`src/rtl/edge_binarizer_if.sv`:
```
// Pixel stream and result bus for the edge binarizer.
// Handshake: valid-only stream with no backpressure. A pixel transfers on
// every rising clk edge where pixel_valid is high; a result transfers on
// every rising edge where out_valid is high. thr_load is a one-cycle write
// strobe for thr_in. frame_done is a one-cycle pulse that is coincident with
// out_valid for the last pixel of a frame.
interface edge_binarizer_if;
  logic [7:0]  pixel_in;
  logic        pixel_valid;
  logic [7:0]  thr_in;
  logic        thr_load;
  logic [7:0]  bin_out;
  logic        out_valid;
  logic [23:0] edge_count;
  logic [7:0]  frame_max;
  logic        frame_done;

  // Upstream side: produces pixels and threshold writes, consumes results.
  modport master (
    output pixel_in, pixel_valid, thr_in, thr_load,
    input  bin_out, out_valid, edge_count, frame_max, frame_done
  );

  // Binarizer side.
  modport slave (
    input  pixel_in, pixel_valid, thr_in, thr_load,
    output bin_out, out_valid, edge_count, frame_max, frame_done
  );
endinterface

```
`src/rtl/edge_binarizer.sv`:
```
// Thresholds an edge-magnitude stream into 0/255 pixels and gathers
// per-frame statistics (edge pixel count, peak magnitude). Threshold updates
// are double-buffered so a frame is always binarized with a single value.
module edge_binarizer #(
  parameter int IMG_W   = 256,
  parameter int IMG_H   = 256,
  parameter int DEF_THR = 64
) (
  input  logic             clk,
  input  logic             rst_n,
  edge_binarizer_if.slave  bus,
  output logic             fsm_state
);

  localparam int          FRAME_PIX   = (IMG_W - 2) * (IMG_H - 2);
  localparam logic [23:0] FRAME_PIX_W = 24'(FRAME_PIX);
  localparam logic [7:0]  DEF_THR_W   = 8'(DEF_THR);

  typedef enum logic {IDLE = 1'b0, RUN = 1'b1} state_t;

  state_t      state, state_nxt;
  logic [23:0] pix_cnt;
  logic [23:0] edge_acc;
  logic [7:0]  max_acc;
  logic [7:0]  act_thr;
  logic [7:0]  shd_thr;
  logic        pend;

  logic        accept;
  logic        is_edge;
  logic        last;
  logic        xfer;
  logic [23:0] cur_edges;
  logic [7:0]  cur_max;

  // Per-pixel decode: edge decision against the active threshold, frame end,
  // and the threshold transfer window (frame end or an idle, empty cycle).
  always_comb begin
    accept    = bus.pixel_valid;
    is_edge   = (bus.pixel_in >= act_thr);
    last      = accept && ((pix_cnt + 24'd1) == FRAME_PIX_W);
    xfer      = last || ((state == IDLE) && !accept);
    cur_edges = edge_acc + {23'd0, is_edge};
    cur_max   = (bus.pixel_in > max_acc) ? bus.pixel_in : max_acc;
  end

  // Next-state: a first pixel opens a frame unless it also closes it.
  always_comb begin
    state_nxt = state;
    case (state)
      IDLE:    if (accept && !last) state_nxt = RUN;
      RUN:     if (last)            state_nxt = IDLE;
      default:                      state_nxt = IDLE;
    endcase
  end

  assign fsm_state = state;

  // State register.
  always_ff @(posedge clk or negedge rst_n) begin
    if (!rst_n) state <= IDLE;
    else        state <= state_nxt;
  end

  // Pixel counter and running statistics for the frame in progress.
  always_ff @(posedge clk or negedge rst_n) begin
    if (!rst_n) begin
      pix_cnt  <= '0;
      edge_acc <= '0;
      max_acc  <= '0;
    end else if (last) begin
      pix_cnt  <= '0;
      edge_acc <= '0;
      max_acc  <= '0;
    end else if (accept) begin
      pix_cnt  <= pix_cnt + 24'd1;
      edge_acc <= cur_edges;
      max_acc  <= cur_max;
    end
  end

  // Shadow/active threshold pair. A write landing on a transfer cycle stays
  // pending, so the transfer moves the older shadow value.
  always_ff @(posedge clk or negedge rst_n) begin
    if (!rst_n) begin
      act_thr <= DEF_THR_W;
      shd_thr <= DEF_THR_W;
      pend    <= 1'b0;
    end else begin
      if (xfer && pend) begin
        act_thr <= shd_thr;
        pend    <= 1'b0;
      end
      if (bus.thr_load) begin
        shd_thr <= bus.thr_in;
        pend    <= 1'b1;
      end
    end
  end

  // Registered pixel output; bin_out holds between valid pixels.
  always_ff @(posedge clk or negedge rst_n) begin
    if (!rst_n) begin
      bus.bin_out   <= '0;
      bus.out_valid <= 1'b0;
    end else begin
      bus.out_valid <= accept;
      if (accept) bus.bin_out <= is_edge ? 8'd255 : 8'd0;
    end
  end

  // Frame results, latched with the final pixel included and held until the
  // next frame completes.
  always_ff @(posedge clk or negedge rst_n) begin
    if (!rst_n) begin
      bus.edge_count <= '0;
      bus.frame_max  <= '0;
      bus.frame_done <= 1'b0;
    end else begin
      bus.frame_done <= last;
      if (last) begin
        bus.edge_count <= cur_edges;
        bus.frame_max  <= cur_max;
      end
    end
  end

endmodule

```
`src/flat_wrapper.sv`:
```
// flat-port wrapper written by rule: the top's interface ports become plain ports
module edge_binarizer_flat 
#(
  parameter int IMG_W   = 256,
  parameter int IMG_H   = 256,
  parameter int DEF_THR = 64
)
  (clk, rst_n, fsm_state, bus_pixel_in, bus_pixel_valid, bus_thr_in, bus_thr_load, bus_bin_out, bus_out_valid, bus_edge_count, bus_frame_max, bus_frame_done);
  edge_binarizer_if bus_i ();
  input  logic clk;
  input  logic rst_n;
  output logic fsm_state;
  input wire logic [$bits(bus_i.pixel_in)-1:0] bus_pixel_in;
  input wire logic [$bits(bus_i.pixel_valid)-1:0] bus_pixel_valid;
  input wire logic [$bits(bus_i.thr_in)-1:0] bus_thr_in;
  input wire logic [$bits(bus_i.thr_load)-1:0] bus_thr_load;
  output wire logic [$bits(bus_i.bin_out)-1:0] bus_bin_out;
  output wire logic [$bits(bus_i.out_valid)-1:0] bus_out_valid;
  output wire logic [$bits(bus_i.edge_count)-1:0] bus_edge_count;
  output wire logic [$bits(bus_i.frame_max)-1:0] bus_frame_max;
  output wire logic [$bits(bus_i.frame_done)-1:0] bus_frame_done;
  assign bus_i.pixel_in = bus_pixel_in;
  assign bus_i.pixel_valid = bus_pixel_valid;
  assign bus_i.thr_in = bus_thr_in;
  assign bus_i.thr_load = bus_thr_load;
  assign bus_bin_out = bus_i.bin_out;
  assign bus_out_valid = bus_i.out_valid;
  assign bus_edge_count = bus_i.edge_count;
  assign bus_frame_max = bus_i.frame_max;
  assign bus_frame_done = bus_i.frame_done;
  edge_binarizer #(.IMG_W(IMG_W), .IMG_H(IMG_H), .DEF_THR(DEF_THR)) u_core (.clk(clk), .rst_n(rst_n), .bus(bus_i), .fsm_state(fsm_state));
endmodule
```
`config.mk`:
```
export PLATFORM = sky130hd
export DESIGN_NAME = edge_binarizer_flat
export DESIGN_NICKNAME = d
export VERILOG_FILES = /design/src/rtl/edge_binarizer_if.sv /design/src/rtl/edge_binarizer.sv /design/src/flat_wrapper.sv
export SDC_FILE = /design/constraint.sdc
export NUM_CORES = 1
export LEC_CHECK = 0
export CAP_MARGIN = 25
export CORE_ASPECT_RATIO = 0.8
export CORE_MARGIN = 2
export CORE_UTILIZATION = 50
export CTS_CLUSTER_DIAMETER = 80
export DETAILED_ROUTE_END_ITERATION = 12
export GPL_TIMING_DRIVEN = 0
export HOLD_SLACK_MARGIN = 0.06
export MAX_ROUTING_LAYER = met4
export PLACE_DENSITY = 0.72
export SLEW_MARGIN = 10
export SYNTH_ARGS = -nofsm -noshare
export SYNTH_HDL_FRONTEND = slang
export SYNTH_SLANG_ARGS = --single-unit
```
`constraint.sdc`:
```
create_clock -name clk -period 3.9 [get_ports clk]
set_input_delay 0.78 -clock clk [delete_from_list [all_inputs] [get_ports clk]]
set_output_delay 0.78 -clock clk [all_outputs]
set_load 0.03 [all_outputs]
```
==> results_dict.tcl, run 1 <==
set metrics [dict create \
    status "complete, no violations" \
    place_congestion 0.922 \
    critPathMaxFanout 4 \
    die_w_um 127 \
    firstDrtPassIters 5 \
    syn_nets 658 \
    port_buffers 61 \
    slew_violations 0 \
    antenna_cells 0 \
    most-common-layout-cells "dfrtp_1 (107), clkdlybuf4s50_1 (58), nand2_1 (56)" \
    insertion_delay_ns 0.36 \
    required_ns 4.19 \
    ys_seq_area_share_pct 45.4 \
    synth-seq-cells 109 \
    fmax_ghz 0.266 \
    place_hpwl_um 11200 \
    drc_errors 0 \
    intPower_mw 2.06 \
    synth_area_leader_cell "dfrtp_1" \
    sw_frac_of_total_pct 32.7 \
    fin_skew_ns 0.00932 \
    layoutNonFillerInstCount 847 \
    layout-drive-gt1-share_pct 12.9 \
    vias_per_cell 5.95 \
    reg2reg_to "u_core.edge_acc[15]$_DFFE_PN0P_" \
    cts_sinks 109 \
    final_critical_path_setup_slack_ns 0.134 \
    cellPowerDensity_nw_per_um2 420 \
    finalHoldViolCount 0 \
    cts.path.max_buffers 2 \
    peakVddDrop_uv 274 \
    r2r_cells 10 \
    switching_power_mw 1.00 \
    die-area_um2 12900 \
    synthTopCellsByArea "dfrtp_1 (45%), ha_1 (4.2%), xnor2_1 (3.8%)" \
    final_common_cell "dfrtp_1" \
    fill_cells 940 \
    crit_path_end "u_core.edge_acc[21]$_DFFE_PN0P_" \
    fin_nets 735 \
    root_buffer "clkbuf_16" \
    avgSynthCellArea_um2 9.73 \
    multi_input_area_um2 3100 \
    regArea_um2 2730 \
    r2r-start "u_core.pix_cnt[0]$_DFFE_PN0P_" \
    cts_inserted_buffers 9 \
    dp.cells 828 \
    area_delta_synth_final_pct 21.5 \
    crit_start "bus_pixel_in[2]" \
    io_pins 63 \
    synthFlopType "dfrtp_1" \
    highest_layer "met4" \
    wl_um 15800 \
    yosys_warnings 0 \
    hp-class "in2async" \
    first_global_vias 4976 \
    synth.distinct_cells 61 \
    preCtsSetupSlack_ns -1.12 \
    p_leak_nw 3.10 \
    drt_iter0_markers 471 \
    grt_pass1_wl_um 25900 \
    crit_path_start_kind "input port" \
    core.rowCount 35 \
    min_period_over_period_pct 96.6 \
    cts_tree "built" \
    vias 5040 \
    p_seq_share_pct 43.7 \
    setup_viol 0 \
    power_frac_clock_pct 29.4 \
    netlist_area_um2 6010 \
    grt_use_total_pct 26.3 \
    synth_edf_count 0 \
    p_comb_share_pct 26.9 \
    async_flop_share_pct 100 \
    worstMarginPinSlew_ns 0.775 \
    worstSetupPathType "in2reg" \
    dr_wl_met2_um 7060 \
    maxSlewHeadroom_pct 48.2 \
    start_util_pct 51.8 \
    synth_cells 618 \
    end_kind "register" \
    hold_buffers 0 \
    cp_data_arrival_time_ns 4.05 \
    fp.dieH_um 102 \
    wl_per_cell_um 18.7 \
    drv_cap 0 \
    ant_nets 0 \
    synth_top_cell_area_share_pct 44.5 \
    r2r_setup_slack_ns 0.27 \
    antenna_found_initial 0 \
    wl_met3_um 825 \
    cts_max_level 3 \
    overflow 0 \
    path_clk_slew_ns 0.07 \
    grt_start_max_net_pins 67 \
    post-route-min-period_ns 3.77 \
    coreArea_um2 11600 \
    drt-met1-wl_um 7680 \
]
-- Yosys cell counts (9+ instances only) --
library cell,count
dfrtp_1,107
nand2_1,56
o21ai_0,39
nand3_1,34
inv_1,32
nor2_1,32
clkbuf_1,28
nand4_1,28
xnor2_1,26
ha_1,20
mux2_2,19
a31oi_1,17
nor3_1,15
mux2i_1,12
a21oi_1,11
o31ai_1,10
xor2_1,10
nand3b_1,9
o211ai_1,9
-- repair_timing --
item | 4_1_cts | 5_1_grt
pin swaps | 6 | 7
gates resized for setup | 19 | 15
setup buffers | 4 | 0
endpoints found under the setup margin | 35 | 30
hold endpoints to repair | 0 | 0
-- registers in the layout, summed over array words and instances, names as in the netlist --
register               flops
u_core.act_thr             8
u_core.bus.frame_done      1
u_core.pend                1
u_core.fsm_state           1
u_core.pix_cnt            24
u_core.bus.out_valid       1
u_core.max_acc             8
u_core.bus.bin_out         1
u_core.bus.edge_count     24
u_core.shd_thr             8
u_core.bus.frame_max       8
u_core.edge_acc           24
-- layer usage --
metal,global-route usage [%],vias up
met5,-,-
met3,5.92,20
met1,37.0,2503
li1,-,2360
met2,38.8,157
met4,6.42,0
-- power by group through the flow --
| stage | sequential, mW | clock [mW] | combinational [mW] |
|---|---|---|---|
| 6_report | 1.34 | 0.901 | 0.825 |
| 3_5_place_dp | 1.35 | 0 | 0.777 |
| 5_1_grt | 1.35 | 0.956 | 0.914 |
| 4_1_cts | 1.33 | 0.914 | 0.803 |
| 2_1_floorplan | 1.33 | 0 | 0.562 |
| 3_3_place_gp | 1.34 | 0 | 0.751 |
-- worst max-delay path: stages --
cell and delay [ns]:
clkdlybuf4s50_1 0.49, ha_1 0.32, a21o_1 0.13, a21o_1 0.13, a211o_1 0.17, a21oi_4 0.09
o21bai_4 0.19, ha_4 0.19, and3_1 0.21, nand4b_1 0.10, buf_4 0.17, nor4_4 0.31
nand3_1 0.18, or4b_1 0.50, nand3_1 0.10
-- final cells by class --
| cell class | count | share of cell area [%] |
|---|---|---|
| plain buffers | 44 | 2.84 |
| clock buffers | 10 | 3.27 |
| clock inverters | 5 | 0.634 |
| inverters | 33 | 1.70 |
| multi-input cells | 432 | 42.4 |
| flip-flops and latches | 109 | 37.4 |
| well taps | 148 | 2.54 |
| repair buffers | 66 | 9.22 |
-- kinds of logic (layout without fill, tap and decap cells) --
group,Yosys count,after routing,share of synthesized area [%]
AOI/OAI and AO/OA,119,119,12.8
xor gates and xnor gates,36,36,5.24
adders and majority gates,20,20,4.16
buffers and inverters,77,158,5.51
DFF,109,109,45.4
muxes,39,39,7.55
and+or+nand+nor,218,218,19.3
-- how the worst min path moves through the flow --
stage,from,endpoint,slack (ns),depth (start not counted)
after floorplan,u_core.pend$_DFFE_PN0P_,u_core.pend$_DFFE_PN0P_,0.44,1
after global placement,u_core.pend$_DFFE_PN0P_,u_core.pend$_DFFE_PN0P_,0.45,1
after detailed placement,u_core.bus.edge_count[12]$_DFFE_PN0P_,u_core.bus.edge_count[12]$_DFFE_PN0P_,0.47,2
after CTS,rst_n,u_core.pix_cnt[8]$_DFFE_PN0P_,0.36,1
after global routing,rst_n,u_core.pix_cnt[8]$_DFFE_PN0P_,0.37,1
final,rst_n,u_core.pix_cnt[8]$_DFFE_PN0P_,0.34,1
-- through the flow --
stage | hold slack [ns] | util, % | total power [mW] | area, um^2 | TNS [ns]
final | 0.337 | 62.9 | 3.07 | 7300 | 0
after global routing | 0.368 | 62.9 | 3.22 | 7300 | -0.0986
after CTS | 0.359 | 62.3 | 3.05 | 7230 | 0
after detailed placement | 0.474 | 58.9 | 2.13 | 6840 | -27.98
after global placement | 0.455 | 58.7 | 2.10 | 6810 | -259.43
after floorplan | 0.444 | - | 1.89 | 6010 | 0
No activity file was read; power rests on OpenSTA's default activity.
==> inputs of run 2 (changes only) <==
- SLEW_MARGIN: 10 -> 20
==> results of run 2 <==
The final DEF is identical to that of run 1; final timing and power are the same.
